==> src/rtl/restoring_divider.sv <==
// Sequential restoring divider: dividend loads into B, quotient lands in B, remainder in A.
// Define RESTORING_DIVIDER_SIGNED_EN for two's-complement operands (adds one FIX state).
module restoring_divider #(
    parameter int unsigned WIDTH = 8,
    localparam int unsigned CNT_W = $clog2(WIDTH)
) (
    input  logic             Clk,
    input  logic             Reset,
    input  logic             ClearA_LoadB,
    input  logic             Execute,
    input  logic [WIDTH-1:0] Din,
    output logic [WIDTH-1:0] Aval,
    output logic [WIDTH-1:0] Bval,
    output logic             Busy,
    output logic             Done,
    output logic             DivZero
);

    localparam int unsigned AW = WIDTH + 1;

`ifdef RESTORING_DIVIDER_SIGNED_EN
    typedef enum logic [1:0] {IDLE, ITER, FIX, DONE} state_t;
    logic neg_b;
    logic neg_d;
`else
    typedef enum logic [1:0] {IDLE, ITER, DONE} state_t;
`endif

    state_t           state;
    logic [AW-1:0]    a;
    logic [WIDTH-1:0] b;
    logic [WIDTH-1:0] s;
    logic [CNT_W-1:0] cnt;
    logic [AW-1:0]    a_sh;
    logic [AW-1:0]    t;

    // Shift {A,B} left one place and trial-subtract the divisor.
    always_comb begin
        a_sh = AW'({a, b[WIDTH-1]});
        t    = a_sh - {1'b0, s};
    end

    always_ff @(posedge Clk) begin
        if (Reset) begin
            state   <= IDLE;
            a       <= '0;
            b       <= '0;
            s       <= '0;
            cnt     <= '0;
            Busy    <= 1'b0;
            Done    <= 1'b0;
            DivZero <= 1'b0;
`ifdef RESTORING_DIVIDER_SIGNED_EN
            neg_b   <= 1'b0;
            neg_d   <= 1'b0;
`endif
        end else begin
            case (state)
                IDLE: begin
                    if (ClearA_LoadB) begin
                        a <= '0;
                        b <= Din;
                    end else if (Execute) begin
                        s   <= Din;
                        cnt <= '0;
                        if (Din == '0) begin
                            b       <= '1;
                            DivZero <= 1'b1;
                            Done    <= 1'b1;
                            state   <= DONE;
                        end else begin
                            Busy  <= 1'b1;
                            state <= ITER;
`ifdef RESTORING_DIVIDER_SIGNED_EN
                            // Divide magnitudes; signs are reapplied in FIX.
                            neg_b <= b[WIDTH-1];
                            neg_d <= Din[WIDTH-1];
                            b     <= b[WIDTH-1] ? -b : b;
                            s     <= Din[WIDTH-1] ? -Din : Din;
`endif
                        end
                    end
                end
                ITER: begin
                    a   <= t[WIDTH] ? a_sh : t;
                    b   <= {b[WIDTH-2:0], ~t[WIDTH]};
                    cnt <= cnt + 1'b1;
                    if (cnt == CNT_W'(WIDTH - 1)) begin
`ifdef RESTORING_DIVIDER_SIGNED_EN
                        state <= FIX;
`else
                        state <= DONE;
                        Busy  <= 1'b0;
                        Done  <= 1'b1;
`endif
                    end
                end
`ifdef RESTORING_DIVIDER_SIGNED_EN
                FIX: begin
                    // Truncating division: remainder follows the dividend's sign.
                    b     <= (neg_b ^ neg_d) ? -b : b;
                    a     <= neg_b ? -a : a;
                    state <= DONE;
                    Busy  <= 1'b0;
                    Done  <= 1'b1;
                end
`endif
                DONE: begin
                    if (!Execute) begin
                        state   <= IDLE;
                        Done    <= 1'b0;
                        DivZero <= 1'b0;
                    end
                end
                default: state <= IDLE;
            endcase
        end
    end

    assign Aval = a[WIDTH-1:0];
    assign Bval = b;

endmodule

==> config.mk <==
export PLATFORM = sky130hd
export DESIGN_NAME = restoring_divider
export DESIGN_NICKNAME = d
export VERILOG_FILES = /design/src/rtl/restoring_divider.sv
export SDC_FILE = /design/constraint.sdc
export NUM_CORES = 1
export LEC_CHECK = 0
export BUFFER_PORTS_ARGS = -buffer_cell sky130_fd_sc_hd__buf_2
export CELL_PAD_IN_SITES_DETAIL_PLACEMENT = 1
export CELL_PAD_IN_SITES_GLOBAL_PLACEMENT = 1
export CORE_ASPECT_RATIO = 0.8
export CORE_UTILIZATION = 35
export DETAILED_ROUTE_END_ITERATION = 8
export PLACE_DENSITY = 0.71
export SLEW_MARGIN = 40
export SYNTH_ARGS = -nofsm -noshare
export SYNTH_HDL_FRONTEND = slang
export SYNTH_SLANG_ARGS = --single-unit
==> constraint.sdc <==
create_clock -name Clk -period 3.95 [get_ports Clk]
set_input_delay 0.79 -clock Clk [delete_from_list [all_inputs] [get_ports Clk]]
set_output_delay 0.79 -clock Clk [all_outputs]
set_load 0.05 [all_outputs]
# [After elaboration in Yosys (flattened, before gate mapping)]
# Cells that the tools add are included.
[op_classes] n_eq_ne=12 reduce_logical=13 n_mux=28 n_bitwise=2 addsub=2
[ops] operator="$mux W8" n=5
[ops] operator="$pmux W8 S2" n=2
[ops] operator="$ne A2 B2 Y1 const B" n=7
[ops] operator="$mux W2" n=5
[ops] operator="$reduce_and A5 Y1" n=2
[ops] operator="$mux W1" n=9
[ops] operator="$reduce_and A3 Y1" n=3
[ops] operator="$sub A9 B8 Y9" n=1
[ops] operator="$logic_not A8 Y1" n=1
[ops] operator="$mux W3" n=2
[ops] operator="$ne A3 B3 Y1 const B" n=2
[ops] operator="$pmux W2 S3" n=1
[ops] operator="$pmux W3 S2" n=1
[ops] operator="$reduce_and A6 Y1" n=1
[ops] operator="$pmux W1 S2" n=2
[ops] operator="$reduce_and A4 Y1" n=1
[ops] operator="$reduce_bool A2 Y1" n=2
[ops] operator="$add A3 B1 Y3 const B" n=1
[ops] operator="$eq A3 B3 Y1 const B" n=1
[ops] operator="$pmux W1 S3" n=1
[ops] operator="$reduce_bool A3 Y1" n=1
[ops] operator="$eq A2 B1 Y1 const B" n=1
[ops] operator="$eq A2 B2 Y1 const B" n=1
[ops] operator="$logic_not A2 Y1" n=1
[ops] operator="2 further kinds" n=3
[totals] output_inout_bits=19 regBits=32 input_bits=12 wordCells=65

# [Logic depth before layout (Yosys ltp)]
# Gate-level depths: netlist of the first run.
[logic_depth] depth_word=5 ltp_mapped=10 ltp_nobuf=9

# [Least setup slack after synthesis of the first run]
# No wires, ideal clock.
[synth_timing] path_type="register -> register" startpoint="register b[7] (netlist: Bval[7])" endpoint="register a[4]" t_required_ns=3.887 period_less_slack_ns=2.710 t_arrival_ns=2.648 setup_time_ns=0.063 stages_incl_launch_ff=10 slack_ns=1.240 path_buffers=0 path_cell_list="dfxtp_1 inv_1 ha_1 fa_1 nand2b_1 a211oi_2 mux2i_1 nor2_2 or4_1 nand3_1"
[synth_between] elab_chain_len=3
[synth_rtl] item="from (decl)" line="31" text="logic [WIDTH-1:0] b;"
[synth_rtl] item="from (signal assigned)" line="62" text="b <= Din;"
[synth_rtl] item="from (signal assigned)" line="86" text="b <= {b[WIDTH-2:0], ~t[WIDTH]};"
[synth_rtl] item="$sub A9 B8 Y9" line="40" text="t = a_sh - {1'b0, s};"
[synth_rtl] item="$mux W8" line="85" text="a <= t[WIDTH] ? a_sh : t;"
[synth_rtl] item="$pmux W8 S2" line="58" text="case (state)"
[synth_rtl] item="to (signal assigned)" line="85"
[synth_rtl] item="to (decl)" line="30" text="logic [AW-1:0] a;"
# Every way passes these cells.
# A chain may end at the register's enable or synchronous reset.

# [Worst setup path after layout of the first run]
# Same ends and word-level chain as after synthesis.

==> impl_results.md, run 1 <==
- Largest family of logic cells by synthesized area: simple AND/OR/NAND/NOR gates
- Critical setup path kind: flop to flop
- Compound-Gate Fraction of Synth Area: 0.187
- Clk Latency, worst-skew pair: roughly 0.28 ns
- Post-DP HPWL: about 3500 µm
- Setup crit end kind: flop
- Row cnt: 23
- Post-synthesis net count: 261
- Die W: 84.4 µm
- CP max stage cell: or4_1
- Post-synth EDFFs: 0
- Post-synthesis instance area: between 0.0015 and 0.002 mm²
- Slew @ Worst Pin: 0.800 ns
- Register area share after synthesis: 0.337
- Worst Path Arrival: slightly below 3 ns
- Placed Cells: about 320
- RSZ-0062 raised after global routing: no
- Max Cap Viol: 0
- GP Congestion: around 0.77
- Net total in the final layout: between 200 and 300
- Fillcell total: roughly 660
- Failing checks: design-rule violations
- Tot GR Track Use: 0.181
- PwrDens: between 700 and 800 mW/mm²
- Critical path cell sequence: inv_1 -> ha_1 -> fa_1 -> nand2b_1 -> a211oi_2 -> mux2i_1 -> nor2_2 -> or4_1 -> nand3_1
- Leakage: between 0.9 and 1 nW
- Top delay family on crit path: simple AND/OR/NAND/NOR gates
- Post-CTS Setup Repair Bufs: 0
- Count leader, synth: dfxtp_1
- R2R setup slack: ~1.3 ns
- GRT met3 Usage: 0.0422
- Yosys top cell area share: 0.337
- First-pass GRT wire length: about 8000 µm
- Multi-input gate area: between 0.001 and 0.0015 mm²
- GRT overflow: 0
- CP peak stage delay: approximately 0.53 ns
- Die area: ~0.0057 mm²
- Finish-stage setup viols: 0
- Fraction of registers with async set/reset: 0
- Layout area overhead: 14.0%
- Final Hold Vio Count: 0
- Initial antenna violation count: 0
- Peak Freq: roughly 0.37 GHz
- Final cell count without fillers: roughly 320
- CTS resizes: 0
- Area contributors post-synth: dfxtp_1, ha_1, a21oi_1, nand2_1, mux2i_1
- Vias in the first global route: ~1.7k
- IO Count: 31
- Drt first-iter violations: 64
- Slew margin rel.: 0.466
- Final hold slack: ~0.46 ns
- Initial Util: 0.371
- Largest net degree at the start of global routing: 28
- Final antenna-violating net count: 0
- Die height: slightly below 70 µm
- Post-synth top area cell: dfxtp_1
- Post-synthesis simple-gate area fraction: 0.243
- Vias: between 1.5k and 2k
- WP data required: about 4.2 ns
- Avg Synthesized Cell Area: a little over 8 µm²
- Pins Over Slew Limit: 0
- Setup TNS: 0 ns
- Met1 Use GR: 0.228
- Post-synthesis adder-cell area fraction: 0.0961
- Status: complete, but fails checks
- Startpoint types: flop
- Clock tree buffer depth: 2
- Detailed Route WL: between 4000 and 5000 µm
- N_diodes: 0
- First-pass DRT Iterations: 6
- Layout cells sized above 1: 0.179
- Synthesis-stage register bit count: 32
- TritonCTS Buffers: 5
- Sink Count: 32
- Synth Flop Type: dfxtp_1
- Hold buffer count at cts: 0
- Syn Inst Count: approximately 240
- Drt drc: 8
- Final Cycle Share: 0.680
- CTS Root Cell: clkbuf_8
- CTS clock-pin slew for the worst setup and hold paths: about 0.070 ns
- Skew final: 0.00630 ns
- WP buf/inv: 1
- CTS tree: built
- Commonest cells post-synth: dfxtp_1, nand2_1, a21oi_1
- Yosys warnings: 0
- CP max FO: 13
- H-Tree Level Count: 2
- FF/Latch Area: roughly 640 µm²
- Routed vias/inst: 5.21
- Hold Crit Class: flop to flop
- Worst vdd ir: ~0.41 mV
- Met2 usage: 0.316
- WL per Instance: 14.6 µm
- XOR/XNOR share of the synthesized area: 0.0184
- Mux contribution to synthesized area: 0.0606
- Core area: approximately 0.0051 mm²
- Library cells used by synthesis: 52
- Port bufs: 30
- Final min period: ~2.7 ns
- Busiest metal layer after global routing: met2
==> cells in the final DEF, fill, tap and decap left out, types with 2 or more instances in the layout <==
cell,instances
xor2_1,2
nand2b_1,4
o21ai_1,3
dfxtp_1,32
nor2_1,20
nor2b_1,7
o21ai_0,11
nor3_1,3
and2_1,2
a21oi_1,21
or3_1,2
ha_1,13
nand3_1,13
or4_4,2
a211oi_1,2
mux2i_1,10
buf_2,30
inv_1,16
a32oi_1,3
xnor2_1,2
or4_1,2
nand2_1,27
clkbuf_8,5
==> final cells by class <==
cell class,count,area share
Clock buffer,6,0.0335
Clock inverter,1,0.00231
Inverter,17,0.0294
Multi-Input combinational cell,175,0.531
Timing Repair Buffer,31,0.0727
Tap cell,62,0.0358
Sequential cell,32,0.296
==> state kept, by name (all words and copies together), names as in the netlist <==
name and cells:
s 8, cnt 3, a 8, Busy 1
state 2, Done 1, DivZero 1, Bval 8
==> per-stage QoR <==
step                cell area, µm²  power [mW]   util  setup WS, ns
CTS                           2170        1.63  0.423          1.25
detailed placement            2090        1.38  0.408          1.29
floorplan                     1900        1.19      -          1.24
global route                  2170        1.74  0.423          1.07
global placement              2090        1.37  0.408          1.32
finish                        2170        1.61  0.423          1.26
==> logic make-up after synthesis <==
| kind of cell | count (synthesis) |
|---|---|
| AOI/OAI and AO/OA | 55 |
| adders and majority gates | 14 |
| muxes | 11 |
| buffers and inverters | 28 |
| DFF | 32 |
| and+or+nand+nor | 91 |
| xor gates and xnor gates | 4 |
==> layer usage <==
| metal | routed length [µm] | part of all wire |
|---|---|---|
| met5 | 0 | 0 |
| met4 | 47 | 0.010 |
| met3 | 158 | 0.033 |
| met2 | 2060 | 0.44 |
| met1 | 2460 | 0.52 |
==> worst register-to-register path: stages (launching register included) <==
cell and delay, ns:
dfxtp_1 0.38, inv_1 0.08, ha_1 0.23, fa_1 0.40, nand2b_1 0.22, a211oi_2 0.23
mux2i_1 0.30, nor2_2 0.19, or4_1 0.53, nand3_1 0.07
==> final timing paths <==
path,start,to,cells after the start
worst max-delay path,Bval[7],a[4],9
worst min register to register,s[6],s[6],2
worst min-delay path,s[6],s[6],2
worst max register to register,Bval[7],a[4],9
==> power by group <==
group / switching (mW) / internal [mW]
clock: 0.120 / 0.120
sequential: 0.0569 / 0.399
combinational: 0.613 / 0.304
total: 0.790 / 0.822
No activity file was read; power rests on OpenSTA's default activity.
==> run 2: changes to the inputs <==
Clock period 3.95 ns to 2.7 ns, I/O delays scaled along.
==> impl_results.md, run 2 (same netlist as run 1, synthesis figures left out) <==
- Status: complete, but fails checks
- Failing checks: design-rule violations
- GRT overflow: 0 (unchanged)
- Peak Freq: 0.396 GHz (+6.5%)
- Initial Util: 0.371 (unchanged)
- Fin util: 0.440 (+0.0166)
- Setup TNS: 0 ns (unchanged)
- Largest net degree at the start of global routing: 27 (-3.6%)
- Port bufs: 30 (unchanged)
- Placed Cells: 319 (+0.63%)
- CP max FO: 7 (-6)
- Worst Setup Slack post-DPL: 0.0873 ns (-1.20 ns)
- Met1 Use GR: 0.250 (+0.0217)
- Critical path cell sequence: inv_1 -> ha_1 -> fa_1 -> nand2b_4 -> a211oi_2 -> mux2i_2 -> nor2_4 -> or4_1 -> nand3_1
- Die W: 84.4 µm (unchanged)
- Setup crit end kind: flop
- Critical setup path kind: flop to flop
- Worst setup margin: 0.177 ns (-1.09 ns)
- WL per Instance: 15.6 µm (+6.8%)
- H-Tree Level Count: 2 (unchanged)
- Min-delay src: s[5]
- Met2 usage: 0.308 (-0.00717)
- Startpoint types: flop
- Skew final: 0.00340 ns (-0.00290 ns)
- Clk Latency, worst-skew pair: 0.30 ns (+0.02 ns)
- Post-layout instance area: 0.00225 mm² (+3.9%)
- Most common cell after layout, fill and taps aside: dfxtp_1
- Leakage: 0.954 nW (+4.6%)
- Max Cap Viol: 0 (unchanged)
- Routed vias/inst: 5.32 (+2.0%)
- Vias in the first global route: 1696 (+0.71%)
- Busiest metal layer after global routing: met2
- TritonCTS Buffers: 5 (unchanged)
- Slew margin rel.: 0.550 (+0.0834)
- First-pass DRT Iterations: 6 (unchanged)
- Net total in the final layout: 293 (+1.7%)
- Detailed Route WL: 5140 µm (+8.8%)
- Die area: 0.00573 mm² (unchanged)
- Hold Path Depth: 2 (unchanged)
- Clock tree buffer depth: 2 (unchanged)
- PwrDens: 1160 mW/mm² (+56%)
- GRT met3 Usage: 0.0410 (-0.00121)
- Worst Path Arrival: 2.76 ns (-0.15 ns)
- Pins Over Slew Limit: 0 (unchanged)
- Final cell count without fillers: 330 (+1.9%)
- Most frequent cells in the layout: dfxtp_1, buf_2, nand2_1, a21oi_1, nor2_1
- Core area: 0.00512 mm² (unchanged)
- CP max stage cell: or4_1
- GP Congestion: 0.822 (+7.4%)
- CTS Root Cell: clkbuf_8
- Final Cycle Share: 0.934 (+0.254)
- Hold Crit Class: flop to flop
- Drt first-iter violations: 69 (+7.8%)
- Layout cells sized above 1: 0.209 (+0.0296)
- Initial antenna violation count: 0 (unchanged)
- R2R depth: 9 (unchanged)
- IO Count: 31 (unchanged)
- Sink Count: 32 (unchanged)
- Final hold slack: 0.463 ns (+0.00481 ns)
- Hold buffer count at cts: 0 (unchanged)
- Power, Total: 2.62 mW (+62%)
- N_diodes: 0 (unchanged)
- First-pass GRT wire length: 8330 µm (+4.0%)
- WP buf/inv: 1 (unchanged)
- Post-DP HPWL: 3720 µm (+5.2%)
- Worst vdd ir: 0.625 mV (+53%)
- CP peak stage delay: 0.50 ns (-0.03 ns)
- Final min period: 2.52 ns (-0.164 ns)
- Hold path endpoint: s[5]
- WP data required: 2.94 ns (-1.23 ns)
- CTS tree: built
- FF-to-FF Start: Bval[7]
- Vias: 1755 (+3.9%)
- R2R setup slack: 0.18 ns (-1.09 ns)
- Layout area overhead: 18.5%
- CTS clock-pin slew for the worst setup and hold paths: 0.07 ns (about the same)
- Slew @ Worst Pin: 0.673 ns (-0.128 ns)
- Finish-stage setup viols: 0 (unchanged)
- Drt drc: 6 (-2)
- Die height: 67.9 µm (unchanged)
- RSZ-0062 raised after global routing: no
- RR Endpoint: a[4]
- Top delay family on crit path: simple AND/OR/NAND/NOR gates
- Tot GR Track Use: 0.191 (+0.00980)
- Row cnt: 23 (unchanged)
- Post-DP Area: 0.00211 mm² (+0.78%)
- Final antenna-violating net count: 0 (unchanged)
- Final Hold Vio Count: 0 (unchanged)
==> run 2: per-layer routing <==
layer  wire length, µm  share of wire
met5                 0              0
met2              2260           0.44
met3               169          0.033
met1              2610           0.51
met4               100          0.019
==> run 2: worst max-delay path by stage <==
| stage | start | to | slack [ns] | cells past startpoint |
|---|---|---|---|---|
| detailed placement | Bval[7] | a[1] | 0.09 | 9 |
| global placement | Bval[7] | a[1] | 0.21 | 9 |
| finish | Bval[7] | a[4] | 0.18 | 9 |
| global route | Bval[7] | a[4] | 0.01 | 9 |
| floorplan | a[0] | a[4] | 0.09 | 8 |
| CTS | Bval[7] | a[1] | 0.06 | 9 |
==> run 2: final cells by class <==
type                    count  area [µm²]
multi-input cells         175        1170
clock buffers               6        72.6
inverters                  17        63.8
repair buffers             36         195
fillers                   631        2870
well taps                  62        77.6
flip-flops and latches     32         642
clock inverters             2        35.0
==> run 2: report_power, final <==
group	leakage (nW)	internal (mW)	total, mW	switching (mW)
logic	0.637	0.529	1.48	0.951
clock network	0.0552	0.274	0.465	0.192
registers	0.262	0.585	0.670	0.0847
==> run 2: worst reg2reg max path, stage by stage, from the launching register on <==
cell      delay, ns
dfxtp_2        0.35
inv_1          0.06
ha_1           0.22
fa_1           0.41
nand2b_4       0.17
a211oi_2       0.26
mux2i_2        0.32
nor2_4         0.09
or4_1          0.51
nand3_1        0.08
==> run 2: repair_timing <==
action / in CTS / in global routing
setup endpoints to repair: 0 / 9
gates resized for setup: 0 / 3
setup buffers: 0 / 3
